**src/rtl/bp_panel_ctrl_pkg.sv**
```systemverilog
//==============================================================================
// Module : bp_panel_ctrl_pkg
// Brief  : Shared widths, button indices and saturating helpers for the
//          front-panel controller.
// Rev    : 1.0  initial release
//==============================================================================
`default_nettype none

`ifndef BP_DEBOUNCE_DEFAULT
`define BP_DEBOUNCE_DEFAULT 20'd500000
`endif
`ifndef BP_REPEAT_DELAY_DEFAULT
`define BP_REPEAT_DELAY_DEFAULT 24'd10000000
`endif
`ifndef BP_REPEAT_PERIOD_DEFAULT
`define BP_REPEAT_PERIOD_DEFAULT 24'd2500000
`endif

package bp_panel_ctrl_pkg;

    localparam int c_DEB_W   = 20;
    localparam int c_RPT_W   = 24;
    localparam int c_NUM_BTN = 4;

    localparam int c_BTN_STEP = 0;
    localparam int c_BTN_CONT = 1;
    localparam int c_BTN_LOAD = 2;
    localparam int c_BTN_DISP = 3;

    function automatic logic [c_DEB_W-1:0] sat_inc_deb(input logic [c_DEB_W-1:0] v);
        return (&v) ? v : v + 1'b1;
    endfunction

    function automatic logic [c_RPT_W-1:0] sat_inc_rpt(input logic [c_RPT_W-1:0] v);
        return (&v) ? v : v + 1'b1;
    endfunction

endpackage

`default_nettype wire

```
**src/rtl/bp_panel_ctrl_debounce.sv**
```systemverilog
//==============================================================================
// Module : debounce
// Brief  : Two-flop synchronizer, stability counter and debounced level with a
//          registered single-cycle rise indication.
// Rev    : 1.0  initial release
//==============================================================================
`default_nettype none

`ifndef BP_DEBOUNCE_DEFAULT
`define BP_DEBOUNCE_DEFAULT 20'd500000
`endif

module debounce
    import bp_panel_ctrl_pkg::*;
#(
    parameter logic [c_DEB_W-1:0] DEBOUNCE_CYCLES = `BP_DEBOUNCE_DEFAULT
) (
    input  logic clk,
    input  logic rst,
    input  logic i_raw,
    output logic o_level,
    output logic o_rise
);

    logic               r_sync1;
    logic               r_sync2;
    logic               r_level;
    logic               r_rise;
    logic [c_DEB_W-1:0] r_cnt;

    logic w_differ;
    logic w_expire;

    assign w_differ = r_sync2 ^ r_level;
    // Comparing with >= keeps the flip reachable even if the counter saturated.
    assign w_expire = w_differ && (r_cnt >= (DEBOUNCE_CYCLES - 20'd1));

    always_ff @(posedge clk) begin
        if (rst) begin
            r_sync1 <= 1'b0;
            r_sync2 <= 1'b0;
            r_level <= 1'b0;
            r_rise  <= 1'b0;
            r_cnt   <= '0;
        end else begin
            r_sync1 <= i_raw;
            r_sync2 <= r_sync1;
            r_rise  <= w_expire & ~r_level;
            if (!w_differ) begin
                r_cnt <= '0;
            end else if (w_expire) begin
                r_cnt   <= '0;
                r_level <= ~r_level;
            end else begin
                r_cnt <= sat_inc_deb(r_cnt);
            end
        end
    end

    assign o_level = r_level;
    assign o_rise  = r_rise;

endmodule

`default_nettype wire

```
**src/rtl/bp_panel_ctrl.sv**
```systemverilog
//==============================================================================
// Module : bp_panel_ctrl
// Brief  : Front-panel controller: debounced buttons, address-byte latch,
//          display toggle and step/continue strobes with step auto-repeat.
// Rev    : 1.0  initial release
//==============================================================================
`default_nettype none

`ifndef BP_DEBOUNCE_DEFAULT
`define BP_DEBOUNCE_DEFAULT 20'd500000
`endif
`ifndef BP_REPEAT_DELAY_DEFAULT
`define BP_REPEAT_DELAY_DEFAULT 24'd10000000
`endif
`ifndef BP_REPEAT_PERIOD_DEFAULT
`define BP_REPEAT_PERIOD_DEFAULT 24'd2500000
`endif

module bp_panel_ctrl
    import bp_panel_ctrl_pkg::*;
#(
    parameter logic [c_DEB_W-1:0] DEBOUNCE_CYCLES = `BP_DEBOUNCE_DEFAULT,
    parameter logic [c_RPT_W-1:0] REPEAT_DELAY    = `BP_REPEAT_DELAY_DEFAULT,
    parameter logic [c_RPT_W-1:0] REPEAT_PERIOD   = `BP_REPEAT_PERIOD_DEFAULT
) (
    input  logic       clock,
    input  logic       reset,
    input  logic [7:0] sw_in,
    input  logic       btn_step_in,
    input  logic       btn_continue_in,
    input  logic       btn_load_in,
    input  logic       btn_disp_in,
    output logic [7:0] bp_addr_part_in,
    output logic       bp_hi_lo_sel_in,
    output logic       bp_hi_lo_disp_in,
    output logic       bp_step,
    output logic       bp_continue
);

    typedef enum logic [1:0] {
        S_IDLE   = 2'd0,
        S_HOLD   = 2'd1,
        S_REPEAT = 2'd2,
        S_BLOCK  = 2'd3
    } step_state_t;

    logic [c_NUM_BTN-1:0] w_raw;
    logic [c_NUM_BTN-1:0] w_level;
    logic [c_NUM_BTN-1:0] w_rise;
    logic                 w_unused_levels;
    logic                 w_step_lvl;
    logic                 w_step_rise;
    logic                 w_cont_rise;
    logic                 w_load_rise;
    logic                 w_disp_rise;

    logic [7:0]         r_sw_meta;
    logic [7:0]         r_sw_sync;
    logic [7:0]         r_part;
    logic               r_sel;
    logic               r_disp;
    logic               r_step;
    logic               r_cont;
    step_state_t        r_state;
    logic [c_RPT_W-1:0] r_rcnt;

    assign w_raw[c_BTN_STEP] = btn_step_in;
    assign w_raw[c_BTN_CONT] = btn_continue_in;
    assign w_raw[c_BTN_LOAD] = btn_load_in;
    assign w_raw[c_BTN_DISP] = btn_disp_in;

    for (genvar gi = 0; gi < c_NUM_BTN; gi++) begin : g_btn
        debounce #(
            .DEBOUNCE_CYCLES(DEBOUNCE_CYCLES)
        ) u_debounce (
            .clk     (clock),
            .rst     (reset),
            .i_raw   (w_raw[gi]),
            .o_level (w_level[gi]),
            .o_rise  (w_rise[gi])
        );
    end

    // Only the step button needs its held level; the others act on rises alone.
    assign w_unused_levels = ^w_level[c_NUM_BTN-1:1];

    assign w_step_lvl  = w_level[c_BTN_STEP];
    assign w_step_rise = w_rise[c_BTN_STEP];
    assign w_cont_rise = w_rise[c_BTN_CONT];
    assign w_load_rise = w_rise[c_BTN_LOAD];
    assign w_disp_rise = w_rise[c_BTN_DISP];

    always_ff @(posedge clock) begin
        if (reset) begin
            r_sw_meta <= 8'h00;
            r_sw_sync <= 8'h00;
        end else begin
            r_sw_meta <= sw_in;
            r_sw_sync <= r_sw_meta;
        end
    end

    always_ff @(posedge clock) begin
        if (reset) begin
            r_part  <= 8'hff;
            r_sel   <= 1'b0;
            r_disp  <= 1'b0;
            r_step  <= 1'b0;
            r_cont  <= 1'b0;
            r_state <= S_IDLE;
            r_rcnt  <= '0;
        end else begin
            r_sel  <= 1'b0;
            r_step <= 1'b0;
            r_cont <= 1'b0;

            if (w_load_rise) begin
                r_part <= r_sw_sync;
                r_sel  <= 1'b1;
            end
            if (w_disp_rise) begin
                r_disp <= ~r_disp;
            end

            // Continue pre-empts the step machine, including a same-cycle step rise.
            if (w_cont_rise) begin
                r_cont  <= 1'b1;
                r_rcnt  <= '0;
                r_state <= w_step_lvl ? S_BLOCK : S_IDLE;
            end else begin
                case (r_state)
                    S_IDLE: begin
                        if (w_step_rise) begin
                            r_step  <= 1'b1;
                            r_rcnt  <= '0;
                            r_state <= S_HOLD;
                        end
                    end
                    S_HOLD: begin
                        if (!w_step_lvl) begin
                            r_state <= S_IDLE;
                        end else if ((REPEAT_DELAY != 24'd0) &&
                                     (r_rcnt == (REPEAT_DELAY - 24'd1))) begin
                            r_step  <= 1'b1;
                            r_rcnt  <= '0;
                            r_state <= S_REPEAT;
                        end else begin
                            r_rcnt <= sat_inc_rpt(r_rcnt);
                        end
                    end
                    S_REPEAT: begin
                        if (!w_step_lvl) begin
                            r_state <= S_IDLE;
                        end else if (r_rcnt >= (REPEAT_PERIOD - 24'd1)) begin
                            r_step <= 1'b1;
                            r_rcnt <= '0;
                        end else begin
                            r_rcnt <= sat_inc_rpt(r_rcnt);
                        end
                    end
                    S_BLOCK: begin
                        if (!w_step_lvl) begin
                            r_state <= S_IDLE;
                        end
                    end
                    default: begin
                        r_state <= S_IDLE;
                    end
                endcase
            end
        end
    end

    assign bp_addr_part_in  = r_part;
    assign bp_hi_lo_sel_in  = r_sel;
    assign bp_hi_lo_disp_in = r_disp;
    assign bp_step          = r_step;
    assign bp_continue      = r_cont;

endmodule

`default_nettype wire

```
**config.mk**
```make
export PLATFORM = sky130hd
export DESIGN_NAME = bp_panel_ctrl
export DESIGN_NICKNAME = d
export VERILOG_FILES = /design/src/rtl/bp_panel_ctrl_pkg.sv /design/src/rtl/bp_panel_ctrl_debounce.sv /design/src/rtl/bp_panel_ctrl.sv
export SDC_FILE = /design/constraint.sdc
export NUM_CORES = 1
export LEC_CHECK = 0
export ABC_AREA = 1
export CORE_ASPECT_RATIO = 0.5
export CORE_MARGIN = 5
export CORE_UTILIZATION = 61
export DETAILED_ROUTE_END_ITERATION = 8
export GPL_ROUTABILITY_DRIVEN = 0
export PLACE_DENSITY_LB_ADDON = 0.08
export SETUP_SLACK_MARGIN = 0.05
export SYNTH_ARGS = -nofsm -noshare
export SYNTH_HDL_FRONTEND = slang
export SYNTH_SLANG_ARGS = --single-unit
```
**constraint.sdc**
```tcl
create_clock -name clock -period 1.9 [get_ports clock]
set_input_delay 0.38 -clock clock [delete_from_list [all_inputs] [get_ports clock]]
set_output_delay 0.38 -clock clock [all_outputs]
set_load 0.02 [all_outputs]
```
Word-level counts from Yosys, hierarchy flattened
Cells that the tools add are included.
Cells by class
  add/sub/neg operators: 5
  $mul: 0
  divide/modulo/power cells: 0
  order comparisons: 5
  eq/ne operators: 10
  shifts and indexed selects: 0
  muxes and demuxes: 22
  bitwise operators: 17
  reduce and logical (&&, ||, !) cells: 23
Operators by type and width (count)
  2-to-1 mux 24 bit: 6
  adder 20 x 1 -> 20 bit, second input constant: 4
  >= comparator 20 x 19 -> 1 bit, second input constant: 4
  AND reduction 20 bit: 4
  one-hot mux 24 bit (3 select lines): 1
  adder 24 x 1 -> 24 bit, second input constant: 1
  equality test 24 bit, second input constant: 1
  >= comparator 24 x 22 -> 1 bit, second input constant: 1
  AND reduction 24 bit: 1
  2-to-1 mux 2 bit: 6
  OR reduction 3 bit: 4
  inverter 1 bit: 9
  AND reduction 2 bit: 4
  2-to-1 mux 1 bit: 7
  inequality test 2 x 1 -> 1 bit, second input constant: 3
  one-hot mux 2 bit (3 select lines): 1
  bitwise AND 1 bit: 4
  equality test 2 bit, second input constant: 2
  logical AND 1 bit: 4
  inequality test 4 x 3 -> 1 bit, second input constant: 1
  AND reduction 4 bit: 1
  OR reduction 2 bit: 2
  XOR 1 bit: 4
  inequality test 3 x 1 -> 1 bit, second input constant: 1
  6 further kinds: 6
Word-level totals
  register bits: 150
  latch bits: 0
  bits in writable memories: 0
  bits in read-only memories: 0
  input bits: 14
  output and inout bits: 12
  logic and storage cells: 111
  memories kept: 0

Depth between registers and ports, before layout
Gate-level depths: netlist of the first run.
  depth after elaboration: 5
  depth in mapped cells: 13
  depth with buffers taken out: 12

Modules after synthesis
From an unflattened synthesis of the first run, not the netlist that was laid out.
Second synthesis, totals
  cells, all modules: 1230
  area, all modules: 8280.4 µm²
Modules (own cells, without submodules)
  debounce at g_btn[0].u_debounce ...: times used 3, cells an instance 201, area each 1326.3 µm², sequential area each 480.5 µm²
  bp_panel_ctrl: times used 1, cells an instance 430, area each 2915.3 µm², sequential area each 1081.0 µm²
  debounce at g_btn[3].u_debounce: times used 1, cells an instance 197, area each 1386.3 µm², sequential area each 480.5 µm²

Worst setup path after synthesis of the first run
No wires, ideal clock.
  path type: flip-flop to flip-flop
  start: register r_state[0]
  end: register r_rcnt[1]
  setup time: 0.116 ns
  arrival: 1.650 ns
  required time: 1.784 ns
  slack: 0.135 ns
  stages on the path, launching flop included: 11
  buffers on the path: 1
  period minus slack after synthesis: 1.765 ns
  path through: dfxtp_1 inv_1 ha_1 inv_1 a21oi_1 nor3_4 nand2_4 buf_8 or2_2 o21ai_1 nor2_1
On the way
  cells in the longest elaborated chain, start to end: 3
  elaborated cells on any way between the ends: 9
  classes of those cells: eq/ne (5); mux (1); reduce/logical (3)
Ends and longest elaborated chain
  start: declaration: RTL line bp_panel_ctrl.sv:64  | step_state_t r_state;
  start signal: assignment: RTL line bp_panel_ctrl.sv:129  | r_state <= w_step_lvl ? S_BLOCK : S_IDLE;
  equality test 2 x 1 -> 1 bit, or another cell as far along: RTL line bp_panel_ctrl.sv:131  | case (r_state)
  inequality test 2 x 1 -> 1 bit (no source line) / nonzero test 3 bit (equally long branches)
  AND reduction 4 bit (no source line)
  end signal: assignment: RTL line bp_panel_ctrl.sv:148  | r_rcnt <= sat_inc_rpt(r_rcnt);
  end signal: assignment: RTL line bp_panel_ctrl.sv:158  | r_rcnt <= sat_inc_rpt(r_rcnt);
  end: declaration: RTL line bp_panel_ctrl.sv:65  | logic [c_RPT_W-1:0] r_rcnt;
Parallel ways exist; a longest one is shown, timed or not.
A chain may end at the register's enable or synchronous reset.

Worst setup path in the final report of the first run
  start: register g_btn[3].u_debounce.r_cnt[0]
  end: register g_btn[3].u_debounce.r_cnt[9]
On the way
  cells in the longest elaborated chain, start to end: 3
  elaborated cells on any way between the ends: 5
  classes of those cells: add/sub (1); order compare (1); reduce/logical (3)
Ends and longest elaborated chain
  start: declaration: RTL line bp_panel_ctrl_debounce.sv:29  | logic [c_DEB_W-1:0] r_cnt;
  start signal: assignment: RTL line bp_panel_ctrl_debounce.sv:55  | r_cnt <= sat_inc_deb(r_cnt);
  >= comparator 20 x 19 -> 1 bit: RTL line bp_panel_ctrl_debounce.sv:36  | assign w_expire = w_differ && (r_cnt >= (DEBOUNCE_CYCLES - 20'd1));
  logical AND 1 bit: RTL line bp_panel_ctrl_debounce.sv:36
  OR reduction 3 bit (no source line)
Parallel ways exist; a longest one is shown, timed or not.

==> flow_summary.yaml, run 1 <==
run_status:
  status: "complete, no violations"
worst_hold_path:
  min_path_type: "reg -> reg"
timing:
  period_share_pct: 95.4
  worst_pin_slew_ps: 602
  fin_skew_ps: 11.7
  fin_setup_tns_ps: 0
  fmax_ghz: 0.552
  slew_violations: 0
  grt_setup_unrepaired: "yes"
  hold_viol_final: 0
  relSlewSlack_pct: 59.7
  finalCriticalPeriod_ps: 1810
  setup_violations: 0
worst_setup_path:
  slowest_stage: "dfxtp_2"
  worstSetupPathType: "reg -> reg"
  crit_arrival_ps: 2120
  path_cells: "ha_4 -> nand2_2 -> nor3_4 -> nand4_1 -> nor2_4 -> nand2_4 -> nand2_1 -> xor2_1 -> nor2_1"
  r2r_slack_ps: 90
  start_kind: "flip-flop"
  cp_max_fo: 8
  end_kind: "flip-flop"
  max_stage_delay_ps: 370
  cp.required_ps: 2210
global_routing:
  grt_pass1_vias: 6557
  antenna_found_initial: 0
  grt_pass1_wl_mm: 28.9
  grt-ovfl-total: 0
  grt_usage_pct: 23.2
  grt_max_degree: 35
finish:
  fin_nets: 1192
  syn_to_final_growth_pct: 21.9
  final_area_mm2: 0.00925
  regArea_mm2: 0.00303
  drive_gt1_share_pct: 14.2
  fin_cells: 1345
  utilization_pct: 77.2
  nFillCells: 924
  multi_input_area_mm2: 0.00418
  diodes: 0
power:
  clkPwrFrac_pct: 41.7
  switching_share_pct: 30.5
  p_int_uw: 5580
  ir_drop_uv: 631
  power_density_mw_per_mm2: 868
  p_sw_uw: 2450
  p_leak_uw: 0.00372
  comb_power_share_pct: 16.7
  pwr-share-seq_pct: 41.6
drt:
  wl_mm: 18.2
  via_count: 7147
  drc: 0
  wl_per_cell_um: 13.5
  drt_first_pass_iters: 5
  ant_nets: 0
  drt_iter0_drc: 642
  viasPerCell: 5.31
floorplanning:
  io_pins: 26
  start_util_pct: 63.3
  fp.coreArea_mm2: 0.0120
  die_y_um: 88.9
  floorplan.rows: 28
  fp.dieArea_mm2: 0.0149
  die_w_um: 168
flow_run:
  drv_cap: 0
logic_synthesis:
  syn_inst: 1092
  postSynthAreaPerCell_um2: 6.95
  seq_area_frac_synth_pct: 39.6
  synth_cell_types: 43
  synthFlopType: "dfxtp_1"
  async_flop_share_pct: 0
  yosysWarnings: 0
  synth-edff-count: 0
  ys_ff_latch: 150
  syn_area_mm2: 0.00759
placed_design:
  dp_hpwl_mm: 11.6
  dp.cells: 1290
  placed_area_mm2: 0.00816
  port_buffers: 25
cts:
  cts_max_level: 4
  clock_sinks: 150
  clk_pin_slew_worst_paths_ps: 70
  numCtsBuffers: 17
  insertion_delay_ps: 420
  cts-root-buf: "clkbuf_16"
  clock_path_buffers: 2
  cts_tree: "yes"
flip-flops by register name, indices dropped and copies added, names as in the netlist, 8 cells and up:
name,cells
bp_addr_part_in,8
g_btn.u_debounce.r_cnt,80
r_rcnt,24
r_sw_meta,8
r_sw_sync,8
power by group through the flow:
stage	clock [µW]	sequential (µW)	combinational [µW]
final	3350	3340	1340
after CTS	3380	3310	1090
after floorplan	0	3380	807
after detailed placement	0	3380	1060
after global placement	0	3370	1030
after global routing	3560	3350	1460
per-layer routing:
layer	global-route usage [%]	part of all wire, %	up-vias
li1	-	-	3603
met1	29.7	45	3280
met2	39.9	47	222
met3	4.19	5.8	42
met4	8.76	1.8	0
met5	0	0	-
cell type report:
class,count,area share (%)
Clock inverter,15,1.96
Clock buffer,17,4.60
Tap cell,165,2.23
Sequential cell,150,32.8
Timing Repair inverter,1,0.0541
Multi-Input combinational cell,776,45.2
Timing Repair Buffer,64,6.72
Inverter,157,6.49
through the flow:
step	power, µW	setup slack [ps]	hold slack (ps)
floorplan	4180	135	388
global placement	4400	90.0	389
detailed placement	4440	18.4	393
CTS	7780	51.0	403
global route	8380	-26.0	423
finish	8030	87.5	400
layout by cell type (no fill, tap or decap), drive strengths merged:
cell type,count
nor2,265
nand2,189
inv,160
dfxtp,150
nand3,91
xor2,43
buf,39
nor3,35
nand4,32
o21ai,31
clkdlybuf4s50,25
xnor2,22
a21oi,21
clkbuf,17
ha,11
clkinv,11
nand3b,7
nor4,7
or2,4
o211ai,4
conb,4
o21bai,2
nor3b,2
a31oi,2
clkinvlp,2
o31ai,1
and3,1
o32ai,1
a21boi,1
kinds of logic after synthesis:
group | Yosys count | synth area share, %
other | 1 | 0.0494
XOR/XNOR | 65 | 7.50
flip-flops | 150 | 39.6
AND/OR/NAND/NOR | 626 | 37.0
buffers and inverters | 176 | 9.45
adder cells (fa/ha/maj) | 11 | 1.81
AO/OA/AOI/OAI | 63 | 4.60
synthesized netlist by cell type (11+ instances only):
cell | count | area share (%)
o21ai_0 | 26 | 1.7
dfxtp_1 | 150 | 40
xnor2_1 | 22 | 2.5
a21oi_1 | 20 | 1.3
nor2_1 | 257 | 13
xor2_1 | 43 | 5.0
nand3_1 | 83 | 5.5
nand2_1 | 177 | 8.8
ha_1 | 11 | 1.8
nor3_1 | 30 | 2.0
inv_1 | 150 | 7.4
nand4_1 | 32 | 2.6
critical path, delay by kind of cell (launching register included):
kind | cells | cell delay (ps)
and+or+nand+nor | 7 | 1030
DFF | 1 | 370
adders and majority gates | 1 | 160
xor gates and xnor gates | 1 | 150
path summary, 6_finish.rpt:
check                                                    to  depth (start not counted)                                 startpoint
setup reg to reg  g_btn[3].u_debounce.r_cnt[9]$_SDFFE_PP0N_                          9  g_btn[3].u_debounce.r_cnt[0]$_SDFFE_PP0N_
hold / removal       g_btn[3].u_debounce.r_sync2$_SDFF_PP0_                          2     g_btn[3].u_debounce.r_sync1$_SDFF_PP0_
hold reg to reg      g_btn[3].u_debounce.r_sync2$_SDFF_PP0_                          2     g_btn[3].u_debounce.r_sync1$_SDFF_PP0_
setup / recovery  g_btn[3].u_debounce.r_cnt[9]$_SDFFE_PP0N_                          9  g_btn[3].u_debounce.r_cnt[0]$_SDFFE_PP0N_
repair_timing:
item,4_1_cts,5_1_grt
pin swaps,1,27
hold buffers,0,0
setup buffers,2,13
resized for setup,3,79
endpoints found under the setup margin,7,98
gates cloned,0,8
endpoints found under the hold margin,0,0
No activity file was read; power rests on OpenSTA's default activity.
==> inputs of run 2 (changes only) <==
--- a/config.mk
+++ b/config.mk
@@ -6,12 +6,14 @@
 export NUM_CORES = 1
 export LEC_CHECK = 0
 export ABC_AREA = 1
+export ABC_CLOCK_PERIOD_IN_PS = 1900
 export CORE_ASPECT_RATIO = 0.5
 export CORE_MARGIN = 5
 export CORE_UTILIZATION = 61
 export DETAILED_ROUTE_END_ITERATION = 8
 export GPL_ROUTABILITY_DRIVEN = 0
 export PLACE_DENSITY_LB_ADDON = 0.08
+export RECOVER_POWER = 100
 export SETUP_SLACK_MARGIN = 0.05
 export SYNTH_ARGS = -nofsm -noshare
 export SYNTH_HDL_FRONTEND = slang
==> flow_summary.yaml, run 2 (synthesis gave the netlist of run 1 again) <==
run_status:
  status: "complete, no violations"
cts:
  clock_path_buffers: 2
  insertion_delay_ps: 420
  numCtsBuffers: 17
  cts-root-buf: "clkbuf_16"
  cts_tree: "yes"
  clock_sinks: 150
  cts_max_level: 4
  clk_pin_slew_worst_paths_ps: 70
finish:
  largest_reg_flops: 80
  final_common_cell: "nor2_1"
  nFillCells: 929
  layout_common_cells: "nor2_1 (249), nand2_1 (172), inv_1 (143)"
  syn_to_final_growth_pct: 21.6
  diodes: 0
  fin_nets: 1192
  largest-register: "g_btn.u_debounce.r_cnt"
  drive_gt1_share_pct: 14.2
  largest_registers: "g_btn.u_debounce.r_cnt: 80 flops, r_rcnt: 24 flops"
  fin_cells: 1345
worst_setup_path:
  crit_buf_inv: 1
  start_kind: "flip-flop"
  crit_cells: 1
  cp_max_fo: 2
  path_cells: "dlygate4sd3_1"
  crit_arrival_ps: 1440
  end_kind: "output port"
  worstSetupPathType: "reg -> out"
  cp_top_family: "buffers and inverters"
  slowest_stage: "dlygate4sd3_1"
  r2r_cells: 9
  cp.required_ps: 1520
  max_stage_delay_ps: 680
floorplanning:
  die_w_um: 168
  start_util_pct: 63.3
  fp.coreArea_mm2: 0.0120
  die_y_um: 88.9
  io_pins: 26
  fp.dieArea_mm2: 0.0149
  floorplan.rows: 28
timing:
  hold_viol_final: 0
  fin_skew_ps: 10.9
  relSlewSlack_pct: 59.8
  fin_setup_tns_ps: 0
  finalCriticalPeriod_ps: 1820
  grt_setup_unrepaired: "yes"
  fmax_ghz: 0.548
  period_share_pct: 96.0
  holdWs_ps: 401
  fin_ws_ps: 75.9
  setup_violations: 0
  slew_violations: 0
  worst_pin_slew_ps: 600
drt:
  drc: 0
  viasPerCell: 5.28
  via_count: 7108
  wl_mm: 18.2
  drt_first_pass_iters: 5
  wl_per_cell_um: 13.5
  ant_nets: 0
  drt_iter0_drc: 662
placed_design:
  port_buffers: 25
  pre_cts_ws_ps: 18.4
  dp.cells: 1290
  dp_hpwl_mm: 11.6
power:
  p_leak_uw: 0.00370
  power_density_mw_per_mm2: 868
  ir_drop_uv: 632
  power.total_uw: 8010
global_routing:
  antenna_found_initial: 0
  grt_pass1_vias: 6557
  grt_pass1_wl_mm: 28.9
  grt_max_degree: 35
  grt_usage_pct: 23.2
  grt-ovfl-total: 0
worst_hold_path:
  holdPathStages: 2
  min_path_type: "reg -> reg"
flow_run:
  drv_cap: 0
## run 2: changes by cell type in the layout (fill, tap and decap cells not counted)
| cell | change |
|---|---|
| nand3_2 | +1 |
| clkbuf_1 | +1 |
| nand2_4 | -2 |
| clkdlybuf4s50_1 | -11 |
| dlygate4sd3_1 | +11 |
| buf_4 | -2 |
| clkbuf_2 | +1 |
| nand3_4 | -1 |
| nand2_2 | +2 |
## run 2: layout make-up
type / count / area [µm²] / area share, %
Multi-Input combinational cell: 776 / 4160 / 45.1
Sequential cell: 150 / 3030 / 32.9
Timing Repair Buffer: 64 / 616 / 6.67
Inverter: 157 / 601 / 6.51
Clock buffer: 17 / 425 / 4.61
Tap cell: 165 / 206 / 2.24
Clock inverter: 15 / 181 / 1.97
Timing Repair inverter: 1 / 5.00 / 0.0543
## run 2: metal layers
layer | wire length (µm) | vias up | global-route usage, %
li1 | - | 3598 | -
met1 | 8210 | 3246 | 29.7
met2 | 8630 | 224 | 39.9
met3 | 1030 | 40 | 4.19
met4 | 347 | 0 | 8.76
met5 | 0 | - | 0
## run 2: final timing paths
path	to	startpoint	slack [ps]
worst max-delay path	bp_addr_part_in[2]	bp_addr_part_in[2]$_SDFFE_PP1P_	80
worst min-delay path	g_btn[3].u_debounce.r_sync2$_SDFF_PP0_	g_btn[3].u_debounce.r_sync1$_SDFF_PP0_	400
worst max register to register	g_btn[3].u_debounce.r_cnt[9]$_SDFFE_PP0N_	g_btn[3].u_debounce.r_cnt[0]$_SDFFE_PP0N_	90
worst min register to register	g_btn[3].u_debounce.r_sync2$_SDFF_PP0_	g_btn[3].u_debounce.r_sync1$_SDFF_PP0_	400
## run 2: timing repair
item | 4_1_cts | 5_1_grt
gates resized for setup | 3 | 79
setup buffers | 2 | 13
pin swaps | 1 | 27
endpoints found under the setup margin | 7 | 98
gates cloned | 0 | 8
hold buffers | 0 | 0
## run 2: through the flow
stage | cell area, µm² | utilization (%)
CTS | 8800 | 73.4
global placement | 8160 | 68.1
floorplan | 7600 | -
finish | 9230 | 77.0
detailed placement | 8160 | 68.1
global route | 9230 | 77.0
## run 2: power breakdown
part	switching, µW	total, µW	internal (µW)
Combinational	786	1320	531
Sequential	89.7	3340	3250
Clock	1570	3350	1780
Total	2450	8010	5560
==> inputs of run 3 (changes only) <==
--- a/config.mk
+++ b/config.mk
@@ -7,7 +7,7 @@
 export LEC_CHECK = 0
 export ABC_AREA = 1
 export ABC_CLOCK_PERIOD_IN_PS = 1900
-export CORE_ASPECT_RATIO = 0.5
+export CORE_ASPECT_RATIO = 1.5
 export CORE_MARGIN = 5
 export CORE_UTILIZATION = 61
 export DETAILED_ROUTE_END_ITERATION = 8
==> flow_summary.yaml, run 3 (synthesis gave the netlist of run 1 again) <==
drt:
  viasPerCell: 5.18
  drt_first_pass_iters: 5
  drt_iter0_drc: 282
  wl_mm: 17.4
  wl_per_cell_um: 13.1
  drc: 0
  via_count: 6916
  ant_nets: 0
cts:
  cts_max_level: 4
  cts-root-buf: "clkbuf_16"
  numCtsBuffers: 17
  clk_pin_slew_worst_paths_ps: 60
  clock_sinks: 150
  cts_tree: "yes"
  insertion_delay_ps: 420
  clock_path_buffers: 2
power:
  comb_power_share_pct: 17.3
  p_int_uw: 5720
  switching_share_pct: 28.2
  pwr-share-seq_pct: 42.0
  p_sw_uw: 2240
  ir_drop_uv: 568
  clkPwrFrac_pct: 40.7
  p_leak_uw: 0.00369
  power_density_mw_per_mm2: 875
worst_hold_path:
  worstHoldStart: "r_sw_meta[7]$_SDFF_PP0_"
  hold_end: "r_sw_sync[7]$_SDFF_PP0_"
  holdPathStages: 2
  min_path_type: "reg -> reg"
timing:
  grt_setup_unrepaired: "yes"
  fin_skew_ps: 12.2
  period_share_pct: 96.9
  slew_violations: 0
  finalCriticalPeriod_ps: 1840
  fmax_ghz: 0.543
  hold_viol_final: 0
  setup_violations: 0
  relSlewSlack_pct: 44.9
  worst_pin_slew_ps: 827
worst_setup_path:
  r2r_cells: 10
  path_cells: "dlygate4sd3_1"
  rr_startpoint: "r_state[0]$_SDFFE_PP0P_"
  start_kind: "flip-flop"
  cp_top_family: "buffers and inverters"
  crit_arrival_ps: 1460
  worstSetupPathType: "reg -> out"
  crit_buf_inv: 1
  r2r_slack_ps: 100
  cp_max_fo: 2
  cp.required_ps: 1520
  slowest_stage: "dlygate4sd3_1"
  end_kind: "output port"
  max_stage_delay_ps: 680
  r2r-end: "r_rcnt[10]$_SDFFE_PP0P_"
global_routing:
  grt_max_degree: 20
  grt_pass1_wl_mm: 28.6
  grt_pass1_vias: 6691
  grt_usage_pct: 23.4
  grt-ovfl-total: 0
  antenna_found_initial: 0
run_status:
  status: "complete, no violations"
floorplanning:
  die_y_um: 147
  io_pins: 26
  start_util_pct: 61.6
  fp.dieArea_mm2: 0.0148
  fp.coreArea_mm2: 0.0123
  die_w_um: 101
  floorplan.rows: 50
finish:
  largest_reg_flops: 80
  final_area_mm2: 0.00910
  fin_nets: 1190
  largest-register: "g_btn.u_debounce.r_cnt"
  fin_cells: 1334
  utilization_pct: 73.9
  syn_to_final_growth_pct: 20.0
  layout_common_cells: "nor2_1 (253), nand2_1 (175), inv_1 (143)"
  drive_gt1_share_pct: 13.4
  nFillCells: 989
  final_common_cell: "nor2_1"
  largest_registers: "g_btn.u_debounce.r_cnt: 80 flops, r_rcnt: 24 flops"
  diodes: 0
placed_design:
  dp_hpwl_mm: 12.2
  dp.cells: 1287
  port_buffers: 25
  placed_area_mm2: 0.00818
flow_run:
  drv_cap: 0
## run 3: layout make-up
class	instances	area [µm²]	share of cell area (%)
Clock inverter	12	119	1.31
Inverter	157	607	6.67
Clock buffer	20	457	5.02
Timing Repair Buffer	68	658	7.23
Timing Repair inverter	1	6.26	0.0687
Sequential cell	150	3030	33.3
Multi-Input combinational cell	770	4030	44.3
Tap cell	156	195	2.14
## run 3: through the flow
stage / hold slack [ps] / TNS (ps) / power, µW / setup slack (ps)
6_report: 399 / 0 / 7960 / 58.8
5_1_grt: 421 / -0.703 / 8290 / -0.703
4_1_cts: 401 / 0 / 7640 / 43.3
3_5_place_dp: 392 / 0 / 4410 / 36.2
3_3_place_gp: 389 / 0 / 4380 / 109
2_1_floorplan: 388 / 0 / 4180 / 135
## run 3: how the worst max path moves through the flow
stage / from / endpoint / depth (start not counted)
final: bp_addr_part_in[6]$_SDFFE_PP1P_ / bp_addr_part_in[6] / 1
after global routing: g_btn[1].u_debounce.r_cnt[0]$_SDFFE_PP0N_ / g_btn[1].u_debounce.r_cnt[18]$_SDFFE_PP0N_ / 9
after CTS: r_state[0]$_SDFFE_PP0P_ / r_rcnt[22]$_SDFFE_PP0P_ / 10
after detailed placement: r_rcnt[0]$_SDFFE_PP0P_ / r_rcnt[3]$_SDFFE_PP0P_ / 11
after global placement: r_rcnt[0]$_SDFFE_PP0P_ / r_rcnt[15]$_SDFFE_PP0P_ / 11
after floorplan: r_state[0]$_SDFFE_PP0P_ / r_rcnt[1]$_SDFFE_PP0P_ / 10
## run 3: worst min-delay path: stages (launching register included)
cell     delay (ps)
dfxtp_1         290
inv_1            40
nor2_1           30
## run 3: timing repair
| item | in CTS | in global routing |
|---|---|---|
| setup endpoints to repair | 10 | 94 |
| setup buffers | 0 | 11 |
| hold buffers | 0 | 0 |
| pin swaps | 0 | 18 |
| gates resized for setup | 2 | 79 |
| cloned | 0 | 4 |
## run 3: power groups by stage
stage / registers [µW] / logic [µW] / clock network (µW)
final: 3340 / 1380 / 3240
after detailed placement: 3380 / 1020 / 0
after global placement: 3370 / 1010 / 0
after floorplan: 3380 / 807 / 0
after global routing: 3350 / 1480 / 3450
after CTS: 3320 / 1030 / 3290
## run 3: layer usage
metal  track usage, %  routed length [µm]  share of wire (%)  up-vias
met5                0                   0                  0        -
met4             11.4                 652                3.7        0
met3             4.25                 531                3.0       55
met2             42.9                9590                 55      166
met1             24.9                6650                 38     3115
li1                 -                   -                  -     3580
